`src/rtl/core_run_ctl.sv`:
```
// Core run-state controller: qualifies PLL lock, sequences core reset,
// and supervises the running core (soft reset, watchdog, lock loss).
module core_run_ctl #(
  parameter int LOCK_WINDOW = 4,
  parameter int RESET_HOLD  = 128,
  parameter int WDT_LIMIT   = 65535
) (
  input  logic       clk_core,
  input  logic       reset,
  input  logic       pll_locked,
  input  logic       soft_reset_req,
  input  logic       wdt_enable,
  input  logic       wdt_kick,
  output logic       core_reset,
  output logic       running,
  output logic       wdt_fired,
  output logic [3:0] reset_count
);

  localparam int HW = $clog2(RESET_HOLD);
  localparam int LW = LOCK_WINDOW;

  localparam logic [HW-1:0] HOLD_LAST = HW'(RESET_HOLD - 1);
  localparam logic [15:0]   WDT_MAX   = 16'(WDT_LIMIT);

  typedef enum logic [1:0] {
    ST_QUALIFY = 2'd0,
    ST_HOLD    = 2'd1,
    ST_RUN     = 2'd2
  } state_e;

  state_e          state_q, state_d;
  logic [1:0]      sync_q, sync_d;
  logic [LW-1:0]   win_q, win_d;
  logic [HW-1:0]   hold_q, hold_d;
  logic [15:0]     wdt_q, wdt_d;
  logic            fired_q, fired_d;
  logic [3:0]      rcnt_q, rcnt_d;

  logic            lk_s;
  logic            lock_ok;
  logic            expire;
  logic            leave_run;

  assign lk_s    = sync_q[1];
  assign lock_ok = &win_q;
  assign expire  = wdt_enable
                 && (wdt_q == WDT_MAX)
                 && !wdt_kick;

  always_ff @(posedge clk_core or posedge reset) begin
    if (reset) begin
      state_q <= ST_QUALIFY;
    end else begin
      state_q <= state_d;
    end
  end

  always_comb begin
    state_d   = state_q;
    hold_d    = hold_q;
    fired_d   = fired_q;
    leave_run = 1'b0;
    sync_d    = {sync_q[0], pll_locked};
    win_d     = (win_q << 1) | LW'(lk_s);
    unique case (state_q)
      ST_QUALIFY: begin
        if (lock_ok) begin
          state_d = ST_HOLD;
          hold_d  = '0;
        end
      end
      ST_HOLD: begin
        if (!lk_s) begin
          state_d = ST_QUALIFY;
          win_d   = '0;
        end else if (soft_reset_req) begin
          hold_d = '0;
        end else if (hold_q == HOLD_LAST) begin
          state_d = ST_RUN;
        end else begin
          hold_d = hold_q + HW'(1);
        end
      end
      ST_RUN: begin
        // lock loss outranks soft reset, which outranks the watchdog
        if (!lk_s) begin
          state_d   = ST_QUALIFY;
          win_d     = '0;
          leave_run = 1'b1;
        end else if (soft_reset_req) begin
          state_d   = ST_HOLD;
          hold_d    = '0;
          leave_run = 1'b1;
        end else if (expire) begin
          state_d   = ST_HOLD;
          hold_d    = '0;
          fired_d   = 1'b1;
          leave_run = 1'b1;
        end
      end
      default: begin
        state_d = ST_QUALIFY;
        win_d   = '0;
      end
    endcase
  end

  // watchdog only counts while staying in RUN; any entry starts from zero
  always_comb begin
    wdt_d = '0;
    if (state_q == ST_RUN && state_d == ST_RUN
        && wdt_enable) begin
      wdt_d = wdt_kick ? 16'd0 : wdt_q + 16'd1;
    end
  end

  always_comb begin
    rcnt_d = rcnt_q;
    if (leave_run && rcnt_q != 4'hF) begin
      rcnt_d = rcnt_q + 4'd1;
    end
  end

  always_ff @(posedge clk_core or posedge reset) begin
    if (reset) begin
      sync_q  <= '0;
      win_q   <= '0;
      hold_q  <= '0;
      wdt_q   <= '0;
      fired_q <= 1'b0;
      rcnt_q  <= '0;
    end else begin
      sync_q  <= sync_d;
      win_q   <= win_d;
      hold_q  <= hold_d;
      wdt_q   <= wdt_d;
      fired_q <= fired_d;
      rcnt_q  <= rcnt_d;
    end
  end

  always_comb begin
    core_reset = (state_q != ST_RUN);
    running    = (state_q == ST_RUN);
  end

  assign wdt_fired   = fired_q;
  assign reset_count = rcnt_q;

endmodule

```
`config.mk`:
```
export PLATFORM = sky130hd
export DESIGN_NAME = core_run_ctl
export DESIGN_NICKNAME = d
export VERILOG_FILES = /design/src/rtl/core_run_ctl.sv
export SDC_FILE = /design/constraint.sdc
export NUM_CORES = 1
export LEC_CHECK = 0
export BUFFER_PORTS_ARGS = -buffer_cell sky130_fd_sc_hd__buf_2
export CAP_MARGIN = 10
export CORE_MARGIN = 3
export CORE_UTILIZATION = 30
export DETAILED_ROUTE_END_ITERATION = 8
export GPL_ROUTABILITY_DRIVEN = 0
export PLACE_DENSITY = 0.56
export SYNTH_ARGS = -nofsm -noshare
export SYNTH_HDL_FRONTEND = slang
export SYNTH_SLANG_ARGS = --single-unit
```
`constraint.sdc`:
```
create_clock -name clk_core -period 5.74 [get_ports clk_core]
set_input_delay 0.287 -clock clk_core [delete_from_list [all_inputs] [get_ports clk_core]]
set_output_delay 0.287 -clock clk_core [all_outputs]
set_load 0.03 [all_outputs]
```
==> results_tabular.tex <==
\begin{tabular}{lr}
\hline
Metric & Value \\
\hline
\multicolumn{2}{l}{\textbf{Synthesis}} \\
\quad Post-synthesis instance total & between 150 and 200 \\
\quad Mean Syn Cell Area & 10.5 um2 \\
\quad Number of enable flip-flop cells after synthesis & 0 \\
\quad Leading cell types by total area after synthesis & dfrtp\_1, nor4\_2, ha\_1 \\
\quad Register area share after synthesis & 45.8\% \\
\quad Count of yosys warnings during synthesis & 0 \\
\quad Share of synthesized flip-flops with an asynchronous set or reset & 100\% \\
\quad Flip-flop cell with the highest count after synthesis & dfrtp\_1 \\
\quad Yosys top cell area share & 45.8\% \\
\quad Top cell type by total area after synthesis & dfrtp\_1 \\
\quad Total standard cell area after synthesis & 1970 um2 \\
\quad Post-synth cell types & 47 \\
\quad Syn\_nets & 200 \\
\quad Number of synthesized register bits & 36 \\
\multicolumn{2}{l}{\textbf{Floorplanning}} \\
\quad Number of placement rows & 28 \\
\quad Die Y & 86.9 um \\
\quad Floorplan die area & 7560 um2 \\
\quad Die span in x & 86.9 um \\
\quad Count of boundary I/O pins & 13 \\
\quad Starting utilization of the core area & 32.1\% \\
\quad Area of the core & 6130 um2 \\
\multicolumn{2}{l}{\textbf{GRT}} \\
\quad Pin count of the biggest net entering global routing & 37 \\
\quad Number of global-route vias before repair & 1,381 \\
\quad GR peak layer & met2 \\
\quad Number of antenna violations at the first check in global routing & 0 \\
\quad Met2 Use GR & 16.6\% \\
\quad Total global-route track usage & 10.9\% \\
\quad Global-route wire length before repair & $\sim$6.6 mm \\
\quad Global route total overflow & 0 \\
\quad Global routing met3 resource utilization & 2.55\% \\
\quad Met1 Track Usage GR & 15.1\% \\
\multicolumn{2}{l}{\textbf{Cells and area}} \\
\quad Layout cells sized above 1 & about 19\% \\
\quad Commonest non-fill, non-tap cells in the layout & dfrtp\_1, nand3\_1, buf\_2 \\
\quad Growth of design area from synthesis to finish & 11.1\% \\
\quad Fin nets & 213 \\
\quad Most common cell after layout, fill and taps aside & dfrtp\_1 \\
\quad Antenna Cells & 0 \\
\quad Area of all placed cells without fillers & approximately 2200 um2 \\
\multicolumn{2}{l}{\textbf{Timing}} \\
\quad Final worst slack & roughly 3.1 ns \\
\quad Max Transition Viols Final & 0 \\
\quad Fmax & 379 MHz \\
\quad Transition at the pin with the smallest max-transition slack & between 0.9 and 1 ns \\
\quad Hold violation count in the final report & 0 \\
\quad Final worst path period share & 45.9\% \\
\quad Final Critical Period & 2.64 ns \\
\quad Setup Viol. Count Final & 0 \\
\quad Worst-case clock skew & 0.00745 ns \\
\quad Setup repair after global routing missed its margin & false \\
\quad Slew Limit Headroom & between 30\% and 40\% \\
\quad Total negative slack & 0 ns \\
\multicolumn{2}{l}{\textbf{Worst hold path}} \\
\quad Min-Delay Path Class & input pin to asynchronous set/reset pin \\
\multicolumn{2}{l}{\textbf{Power and ir drop}} \\
\quad Power density over cell area & roughly 300 nW/um2 \\
\quad Clock power frac & 29.5\% \\
\quad Part of the total power dissipated in sequential elements & 46.3\% \\
\quad Switching power & 0.000214 W \\
\quad Combinational Power Share & about a quarter \\
\quad Switch share & 32.8\% \\
\quad Leakage & 0.895 nW \\
\quad Internal power & between 0.0004 and 0.0005 W \\
\quad VDD IR-drop max & 0.000126 V \\
\multicolumn{2}{l}{\textbf{CTS}} \\
\quad TritonCTS buffer count & 5 \\
\quad H-tree level count & 2 \\
\quad Quantity of hold-fixing buffers added after cts & 0 \\
\quad Count of instances resized after the clock tree is built & 0 \\
\quad Post-CTS setup buffers & 0 \\
\quad CTS Sinks & 36 \\
\quad Clock tree from TritonCTS & built \\
\quad Clock Pin Slew Worst Setup and Hold Paths & 0.07 ns \\
\quad Clock root cell & clkbuf\_8 \\
\quad Clock tree buffer depth & 2 \\
\quad Clk\_lat worst skew & slightly below 0.3 ns \\
\multicolumn{2}{l}{\textbf{Detailed routing}} \\
\quad Total Routed Length & about 3.8 mm \\
\quad Drt drc & 0 \\
\quad Number of vias after detailed routing & around 1,400 \\
\quad Number of DRC markers after the initial detailed-route iteration & 94 \\
\quad Post-detailed-route wirelength per cell & 13.8 um \\
\quad Via density & 5.21 \\
\quad Number of detailed-routing iterations run before antenna repair & 4 \\
\quad Count of nets left with antenna violations after detail routing & 0 \\
\multicolumn{2}{l}{\textbf{Placed design}} \\
\quad Buffers added on ports & 12 \\
\quad HPWL reported at the end of detailed placement & 2.65 mm \\
\quad Post-Place Cell Area & 2090 um2 \\
\quad Worst slack, placed & $\sim$3.1 ns \\
\multicolumn{2}{l}{\textbf{Worst setup path}} \\
\quad Cell type of the slowest stage on the worst timing path & or4\_1 \\
\quad Largest fanout on the critical path & 10 \\
\quad Critical path buffers and inverters & 1 \\
\quad CP Cell Sequence & inv\_1, ha\_1, or2\_0, a221oi\_2, o21ai\_1, or4\_1, a22oi\_1 \\
\quad Kind of critical path & register to register \\
\quad CP Data Required Time & 5.95 ns \\
\quad Critical Path End Type & register \\
\quad Delay contributed by the slowest stage of the critical path & 0.52 ns \\
\quad Category of cells accounting for the largest share of critical-path delay & compound AO/OA/AOI/OAI gates \\
\quad Nature of the critical path startpoint & register \\
\quad Arr. time, crit path & between 2 and 3 ns \\
\multicolumn{2}{l}{\textbf{Flow run}} \\
\quad Max-capacitance violation count & 0 \\
\multicolumn{2}{l}{\textbf{Outcome}} \\
\quad Run status & finished clean \\
\hline
\end{tabular}
registers in the layout, indices dropped and copies added (netlist names):
register and count:
wdt_q 16, hold_q 7, reset_count 4, win_q 4, state_q 2, sync_q 2
wdt_fired 1
cells by family after synthesis:
logic type / Yosys count / share of synthesized area (%)
flops: 36 / 45.8
fa+ha+maj: 7 / 4.46
simple gates: 79 / 26.7
mux: 2 / 1.08
buf+inv: 17 / 4.07
xor+xnor: 16 / 7.13
compound gates: 30 / 10.7
synthesized netlist by cell type, drive strengths merged, types with 2 or more instances:
| master | count |
|---|---|
| a21oi | 3 |
| a22oi | 2 |
| a31oi | 4 |
| and2 | 4 |
| and3 | 2 |
| and4 | 3 |
| buf | 6 |
| clkbuf | 2 |
| dfrtp | 36 |
| ha | 7 |
| inv | 9 |
| nand2 | 7 |
| nand3 | 12 |
| nand4 | 8 |
| nor2 | 10 |
| nor2b | 5 |
| nor3 | 5 |
| nor4 | 15 |
| o21ai | 8 |
| o31ai | 4 |
| or4 | 2 |
| xnor2 | 9 |
| xor2 | 7 |
per-stage QoR:
step	util (%)	std cells	hold slack (ns)	power, W
after floorplan	-	187	0.318	0.000430
after global placement	34.1	268	0.334	0.000466
after detailed placement	34.1	268	0.340	0.000466
after CTS	35.6	275	0.0901	0.000663
after global routing	35.6	275	0.100	0.000697
final	35.6	275	0.0980	0.000653
routing by layer:
| layer | vias up | share of wire, % |
|---|---|---|
| li1 | 714 | - |
| met5 | - | 0 |
| met2 | 15 | 45 |
| met1 | 699 | 51 |
| met3 | 5 | 2.7 |
| met4 | 0 | 1.3 |
worst register-to-register path: stages, from the launching register on:
cell      delay (ns)
dfrtp_1         0.42
inv_1           0.10
ha_1            0.34
or2_0           0.26
a221oi_2        0.46
o21ai_1         0.31
or4_1           0.52
a22oi_1         0.16
power groups by stage:
stage                     Clock [W]  Sequential [W]  Combinational (W)
after global placement            0        0.000307           0.000159
final                      0.000193        0.000302           0.000158
after floorplan                   0        0.000320           0.000110
after CTS                  0.000202        0.000302           0.000159
after global routing       0.000212        0.000306           0.000178
after detailed placement          0        0.000307           0.000159
final cells by class:
cell class	count	area, um2
fillers	602	3950
multi-input cells	134	985
flip-flops and latches	36	901
clock buffers	7	96.3
well taps	75	93.8
repair buffers	14	75.1
inverters	9	33.8
worst paths after layout:
| check | from | to | slack, ns | cells after the start |
|---|---|---|---|---|
| worst max-delay path | state_q[0]$_DFF_PP0_ | hold_q[4]$_DFFE_PP0P_ | 3.10 | 7 |
| worst min-delay path | reset | hold_q[6]$_DFFE_PP0P_ | 0.1 | 3 |
| worst max register to register | state_q[0]$_DFF_PP0_ | hold_q[4]$_DFFE_PP0P_ | 3.10 | 7 |
| worst min register to register | sync_q[0]$_DFF_PP0_ | sync_q[1]$_DFF_PP0_ | 0.35 | 0 |
| max in group asynchronous | reset | wdt_fired$_DFFE_PP0P_ | 5.32 | 3 |
| min in group clk_core | pll_locked | sync_q[0]$_DFF_PP0_ | 0.11 | 1 |
No activity file was read; power rests on OpenSTA's default activity.
